## src/rtl/gpio_capture.sv

```systemverilog
// gpio_capture: input-side companion to the GPIO driver.
// Synchronizes one asynchronous GPIO line, debounces it, flags debounced
// rising/falling edges, and measures how many clock cycles each debounced
// level lasts. Every completed segment is reported on a valid/ready port.
//
// Ports:
//   i_clk, i_rst      clock, synchronous active-high reset
//   i_gpio            asynchronous GPIO input
//   i_enable          measurement enable (sync/debounce/edges always run)
//   o_level           debounced level
//   o_rise, o_fall    one-cycle debounced edge pulses
//   o_width           cycles the reported segment lasted (saturating)
//   o_width_level     level of the reported segment (1 = high pulse)
//   o_valid, i_ready  result handshake
//   o_overflow        sticky flag: a result was dropped under backpressure
//   i_clr_ovf         clears o_overflow (a simultaneous set wins)
module gpio_capture #(
    parameter int unsigned SYNC_STAGES = 2,
    parameter int unsigned DEBOUNCE    = 4,
    parameter int unsigned CNT_W       = 16
) (
    input  logic             i_clk,
    input  logic             i_rst,
    input  logic             i_gpio,
    input  logic             i_enable,
    output logic             o_level,
    output logic             o_rise,
    output logic             o_fall,
    output logic [CNT_W-1:0] o_width,
    output logic             o_width_level,
    output logic             o_valid,
    input  logic             i_ready,
    output logic             o_overflow,
    input  logic             i_clr_ovf
);

    localparam int unsigned      DW       = (DEBOUNCE > 1) ? $clog2(DEBOUNCE) : 1;
    localparam logic [DW-1:0]    DCNT_MAX = DW'(DEBOUNCE - 1);
    localparam logic [DW-1:0]    DCNT_ONE = DW'(1);
    localparam logic [CNT_W-1:0] WCNT_MAX = '1;
    localparam logic [CNT_W-1:0] WCNT_ONE = CNT_W'(1);

    typedef enum logic [1:0] {
        ST_IDLE,
        ST_ARM,
        ST_MEASURE
    } state_e;

    logic [SYNC_STAGES-1:0] sync_q;
    logic                   sy;
    logic [DW-1:0]          dcnt_q, dcnt_d;
    logic                   level_q, level_d;
    logic                   flip;
    logic                   rise_q, fall_q;
    state_e                 state_q, state_d;
    logic [CNT_W-1:0]       wcnt_q, wcnt_d;
    logic                   emit;
    logic                   valid_q, valid_d;
    logic [CNT_W-1:0]       width_q, width_d;
    logic                   wlvl_q, wlvl_d;
    logic                   ovf_q, ovf_d;

    assign sy = sync_q[SYNC_STAGES-1];

    // Debounce: flip the level once DEBOUNCE consecutive samples disagree.
    always_comb begin
        dcnt_d = dcnt_q;
        flip   = 1'b0;
        if (sy == level_q) begin
            dcnt_d = '0;
        end else if (dcnt_q == DCNT_MAX) begin
            flip   = 1'b1;
            dcnt_d = '0;
        end else begin
            dcnt_d = dcnt_q + DCNT_ONE;
        end
        level_d = level_q ^ flip;
    end

    // Measurement FSM. flip is the debounced edge seen at the same clock
    // edge that updates o_level, so results carry zero extra latency.
    always_comb begin
        state_d = state_q;
        wcnt_d  = wcnt_q;
        emit    = 1'b0;
        if (!i_enable) begin
            state_d = ST_IDLE;
            wcnt_d  = '0;
        end else begin
            case (state_q)
                ST_IDLE: state_d = ST_ARM;
                ST_ARM: begin
                    if (flip) begin
                        state_d = ST_MEASURE;
                        wcnt_d  = WCNT_ONE;
                    end
                end
                ST_MEASURE: begin
                    if (flip) begin
                        emit   = 1'b1;
                        wcnt_d = WCNT_ONE;
                    end else if (wcnt_q != WCNT_MAX) begin
                        wcnt_d = wcnt_q + WCNT_ONE;
                    end
                end
                default: state_d = ST_IDLE;
            endcase
        end
    end

    // Result port: a held result is never overwritten; a new one is dropped.
    always_comb begin
        valid_d = valid_q;
        width_d = width_q;
        wlvl_d  = wlvl_q;
        ovf_d   = ovf_q;
        if (i_clr_ovf) begin
            ovf_d = 1'b0;
        end
        if (emit) begin
            if (!valid_q || i_ready) begin
                valid_d = 1'b1;
                width_d = wcnt_q;
                wlvl_d  = level_q;
            end else begin
                ovf_d = 1'b1;
            end
        end else if (valid_q && i_ready) begin
            valid_d = 1'b0;
        end
    end

    always_ff @(posedge i_clk) begin
        if (i_rst) begin
            sync_q  <= '0;
            dcnt_q  <= '0;
            level_q <= 1'b0;
            rise_q  <= 1'b0;
            fall_q  <= 1'b0;
            state_q <= ST_IDLE;
            wcnt_q  <= '0;
            valid_q <= 1'b0;
            width_q <= '0;
            wlvl_q  <= 1'b0;
            ovf_q   <= 1'b0;
        end else begin
            sync_q  <= {sync_q[SYNC_STAGES-2:0], i_gpio};
            dcnt_q  <= dcnt_d;
            level_q <= level_d;
            rise_q  <= flip & ~level_q;
            fall_q  <= flip & level_q;
            state_q <= state_d;
            wcnt_q  <= wcnt_d;
            valid_q <= valid_d;
            width_q <= width_d;
            wlvl_q  <= wlvl_d;
            ovf_q   <= ovf_d;
        end
    end

    assign o_level       = level_q;
    assign o_rise        = rise_q;
    assign o_fall        = fall_q;
    assign o_width       = width_q;
    assign o_width_level = wlvl_q;
    assign o_valid       = valid_q;
    assign o_overflow    = ovf_q;

endmodule

```

## config.mk

```make
export PLATFORM = sky130hd
export DESIGN_NAME = gpio_capture
export DESIGN_NICKNAME = d
export VERILOG_FILES = /design/src/rtl/gpio_capture.sv
export SDC_FILE = /design/constraint.sdc
export NUM_CORES = 1
export LEC_CHECK = 0
export CAP_MARGIN = 0
export CORE_UTILIZATION = 40
export CTS_CLUSTER_SIZE = 20
export DETAILED_ROUTE_END_ITERATION = 8
export SYNTH_ARGS = -nofsm -noshare
export SYNTH_HDL_FRONTEND = slang
export SYNTH_SLANG_ARGS = --single-unit
```

## constraint.sdc

```tcl
create_clock -name i_clk -period 2.51 [get_ports i_clk]
set_clock_uncertainty 0.05 [all_clocks]
set_input_delay 0.753 -clock i_clk [delete_from_list [all_inputs] [get_ports i_clk]]
set_output_delay 0.753 -clock i_clk [all_outputs]
set_load 0.01 [all_outputs]
```

== Word-level counts from Yosys, hierarchy flattened ==
Cells that the tools add are included.

* Output and inout bits: 22
* Input bits: 6
* Logic and storage cells: 56
* Register bits after elaboration: 44

* Bitwise logic cells: 6
* Reductions and logical operators: 12
* Multiplexer cells: 17
* Add/sub/neg operators: 2
* Equal/unequal tests: 8

{| class="wikitable"
|+ Operator list
! kind !! count
|-
| $mux W16 || 3
|-
| $pmux W16 S2 || 1
|-
| $add A16 B1 Y16 const B || 1
|-
| $ne A16 B16 Y1 const B || 1
|-
| $mux W1 || 11
|-
| $pmux W2 S3 || 1
|-
| $reduce_and A2 Y1 || 3
|-
| $eq A2 B2 Y1 const B || 2
|-
| $reduce_bool A2 Y1 || 2
|-
| $ne A3 B3 Y1 const B || 1
|-
| $not A1 Y1 || 3
|-
| $reduce_and A3 Y1 || 1
|-
| $reduce_or A3 Y1 || 1
|-
| $add A2 B1 Y2 const B || 1
|-
| $and A1 B1 Y1 || 2
|-
| $eq A2 B1 Y1 const B || 1
|-
| $logic_not A2 Y1 || 1
|-
| $mux W2 || 1
|-
| $ne A2 B1 Y1 const B || 1
|-
| $ne A2 B2 Y1 const B || 1
|-
| $reduce_or A2 Y1 || 1
|-
| $eq A1 B1 Y1 || 1
|-
| $logic_and A1 B1 Y1 || 1
|-
| $logic_not A1 Y1 || 1
|-
| 2 further kinds || 2
|}

== Longest topological paths before layout ==
* Word-level depth: 8
* Mapped depth: 8
* Depth with buffers taken out: 7

== Worst setup path before layout ==
OpenSTA, ideal clock, no wires.

* Kind: input -> register
* From: input i_rst
* To: register wcnt_q[15]
* Data arrival time: 1.964 ns
* Required time: 2.386 ns
* Library setup time: 0.074 ns
* Path slack: 0.422 ns
* Stages: 7
* Cells stage by stage: buf_2 -> nand2b_1 -> buf_2 -> a211o_1 -> nor2_2 -> nand4_1 -> o21ai_0

* Longest elaborated chain between the ends: 1

{| class="wikitable"
|+ RTL lines
! what !! line !! text
|-
| start: declaration || 23 || <nowiki>input logic i_rst,</nowiki>
|-
| $reduce_or A2 Y1 (no source line) || -- ||
|-
| end signal: assignment || 153 || <nowiki>wcnt_q <= wcnt_d;</nowiki>
|-
| end: declaration || 56 || <nowiki>logic [CNT_W-1:0] wcnt_q, wcnt_d;</nowiki>
|}

No other way between the ends.
A chain may end at the register's enable or synchronous reset.

==> metrics <==
Routed Antenna Nets 0; crit path DAT between 1 and 1.5 ns; Sink Count 44; peak supply drop 0.000358 V; vias per inst 5.14; DIE HEIGHT 72.5 um; status finished clean; number of port buffers 27; CP bufs+invs 1; diodes inserted 0; all-layer global routing usage between 10% and 20%; Tmin final 2.18 ns; Worst path max stage delay 0.59 ns; via count 1636; nature of the critical path endpoint output port; ranking of synthesized cells by area dfxtp_1 44%, mux2i_1 9.6%, nor2_1 6.4%; clock-pin slew on the worst setup and hold paths 0.07 ns; CTS tree yes; I/O pin total 28; Core ar. 4750 um^2; delay-heaviest family, CP buffers and inverters; routed len/inst 12.3 um; CTS Hold Bufs 0; DRC Markers 0; RSZ-0062 raised after global routing false; CP Cell Sequence clkdlybuf4s50_1; initial antenna violation count 0; DP HPWL 2760 um; Cell variety after synth 45; Lkg Pwr 0.000993 uW; post-synth top area cell dfxtp_1; H-tree Lvls 2; top-area cell type share of the netlist area 44.3%; dpl cells 310; GP Congestion 0.845; Tot Pwr 1280 uW; router iterations before antenna repair 4; Clock Path Buffers 2; die area 5250 um^2; Worst-Skew Late Latency 0.29 ns; Slew Limit Fails 0; Die Wd about 72 um; register area share after synthesis 44.3%; Final #Nets 261; peak fanout along the critical path 7; row cnt 25; final worst-path cycle share between 80 and 90%; final wirelength a little under 4000 um; P per Cell Area around 520 nW/um^2; Main synth FF type dfxtp_1; CTS Buf Count 5; YS warnings 0; Root Buffer clkbuf_8; Post-synth EDFFs 0; critical path type register to output port; share of layout cells above drive strength 1 8.76%; Max-Cap Viols 0; post-CTS setup buffers 0; relative slew slack 60.3%; ys async rst share 0%; post_cts resized 0; Final Non-Filler Cells between 300 and 400; Hold Fails Final Rpt 0; worst slew pin tran 0.591 ns; Cells after Synth 219; Mean Syn Cell Area 9.07 um^2; Worst Hold Class register to register; first-pass GRT wire length 6740 um; Worst setup SP type register; slowest CP cell clkdlybuf4s50_1; vias in the first global route 1483; syn nets 230; DR iter-0 viols 96; Initial Util between 40% and 50%; Syn-to-layout area delta 22.7%; Fmax 0.460 GHz; FF+latch count, synth 44; largest net degree at the start of global routing 27; worst endpoint required time 1.71 ns; GR Overflow Total 0; Setup violations, final 0; Cell Area, Synth 1990 um^2; Setup TNS Final 0 ns
-- per-stage QoR --
step	area [um^2]	utilization [%]	hold slack, ns	setup WS (ns)
global placement	2330	49.0	0.368	0.186
finish	2440	51.3	0.379	0.335
detailed placement	2330	49.0	0.372	0.141
CTS	2440	51.3	0.384	0.311
floorplan	1990	-	0.356	0.422
global route	2440	51.3	0.402	0.282
-- synth_stat cells (2+ instances only) --
master and n:
a31oi_1 5, nor2_1 34, mux2i_1 19, o31ai_1 2, a21oi_1 13, a211o_1 2, ha_1 5, nand2_1 7
dfxtp_1 44, nand3_1 7, nor4_1 2, o21ai_0 19, buf_2 5, inv_1 6, nor2b_1 3, clkbuf_1 3
nor3_1 5, nand4_1 11
-- kinds of logic after synthesis --
| kind of cell | after synthesis | share of synthesized area [%] |
|---|---|---|
| AND/OR/NAND/NOR | 83 | 22.0 |
| AO/OA/AOI/OAI | 49 | 15.0 |
| flip-flops | 44 | 44.3 |
| multiplexers | 19 | 9.57 |
| buffers and inverters | 17 | 4.72 |
| adder cells (fa/ha/maj) | 5 | 3.15 |
| XOR/XNOR | 2 | 1.26 |
-- cells in the final DEF (no fill, tap or decap), types with 2 or more instances in the layout --
cell type,instances
buf_4,8
nor2b_1,3
ha_1,5
nor3_1,5
a21oi_1,13
o31ai_1,2
dfxtp_1,44
nand2_1,7
nor4_1,2
clkdlybuf4s50_1,27
clkbuf_8,5
inv_1,6
a211o_1,2
a31oi_1,5
nand3_1,7
nand4_1,11
o21ai_0,19
nor2_1,34
mux2i_1,19
-- layer usage --
| metal | track usage (%) | part of all wire (%) |
|---|---|---|
| met3 | 4.31 | 2.5 |
| met2 | 25.8 | 45 |
| met4 | 5.01 | 0.99 |
| met1 | 21.9 | 51 |
| met5 | 0 | 0 |
-- power by group --
| group | leakage (uW) | internal (uW) | switching [uW] |
|---|---|---|---|
| sequential | 0.000355 | 701 | 3.32 |
| clock | 0.0000552 | 295 | 225 |
| combinational | 0.000583 | 23.6 | 27.0 |
| total | 0.000993 | 1020 | 255 |
-- final cells by class --
type,instances,area (um^2)
Timing Repair Buffer,35,330
Inverter,6,22.5
Tap cell,67,83.8
Multi-Input combinational cell,158,1010
Clock inverter,2,35.0
Fill cell,483,2320
Clock buffer,6,72.6
Sequential cell,44,881
-- sequential cells by signal, summed over array words and instances, names as in the netlist, named ones only --
| signal | count |
|---|---|
| wcnt_q | 16 |
| o_overflow | 1 |
| o_valid | 1 |
| o_width_level | 1 |
| o_width | 16 |
| state_q | 2 |
| o_fall | 1 |
| sync_q | 2 |
| o_rise | 1 |
| dcnt_q | 2 |
-- final timing paths --
kind                   from   endpoint  slack, ns  cells past startpoint
setup reg to reg  wcnt_q[0]  wcnt_q[2]       0.54                      7
setup / recovery   register    o_level       0.33                      1
hold / removal    dcnt_q[0]  dcnt_q[0]       0.38                      1
hold reg to reg   dcnt_q[0]  dcnt_q[0]       0.38                      1
Power figures use the tool's default switching activity.
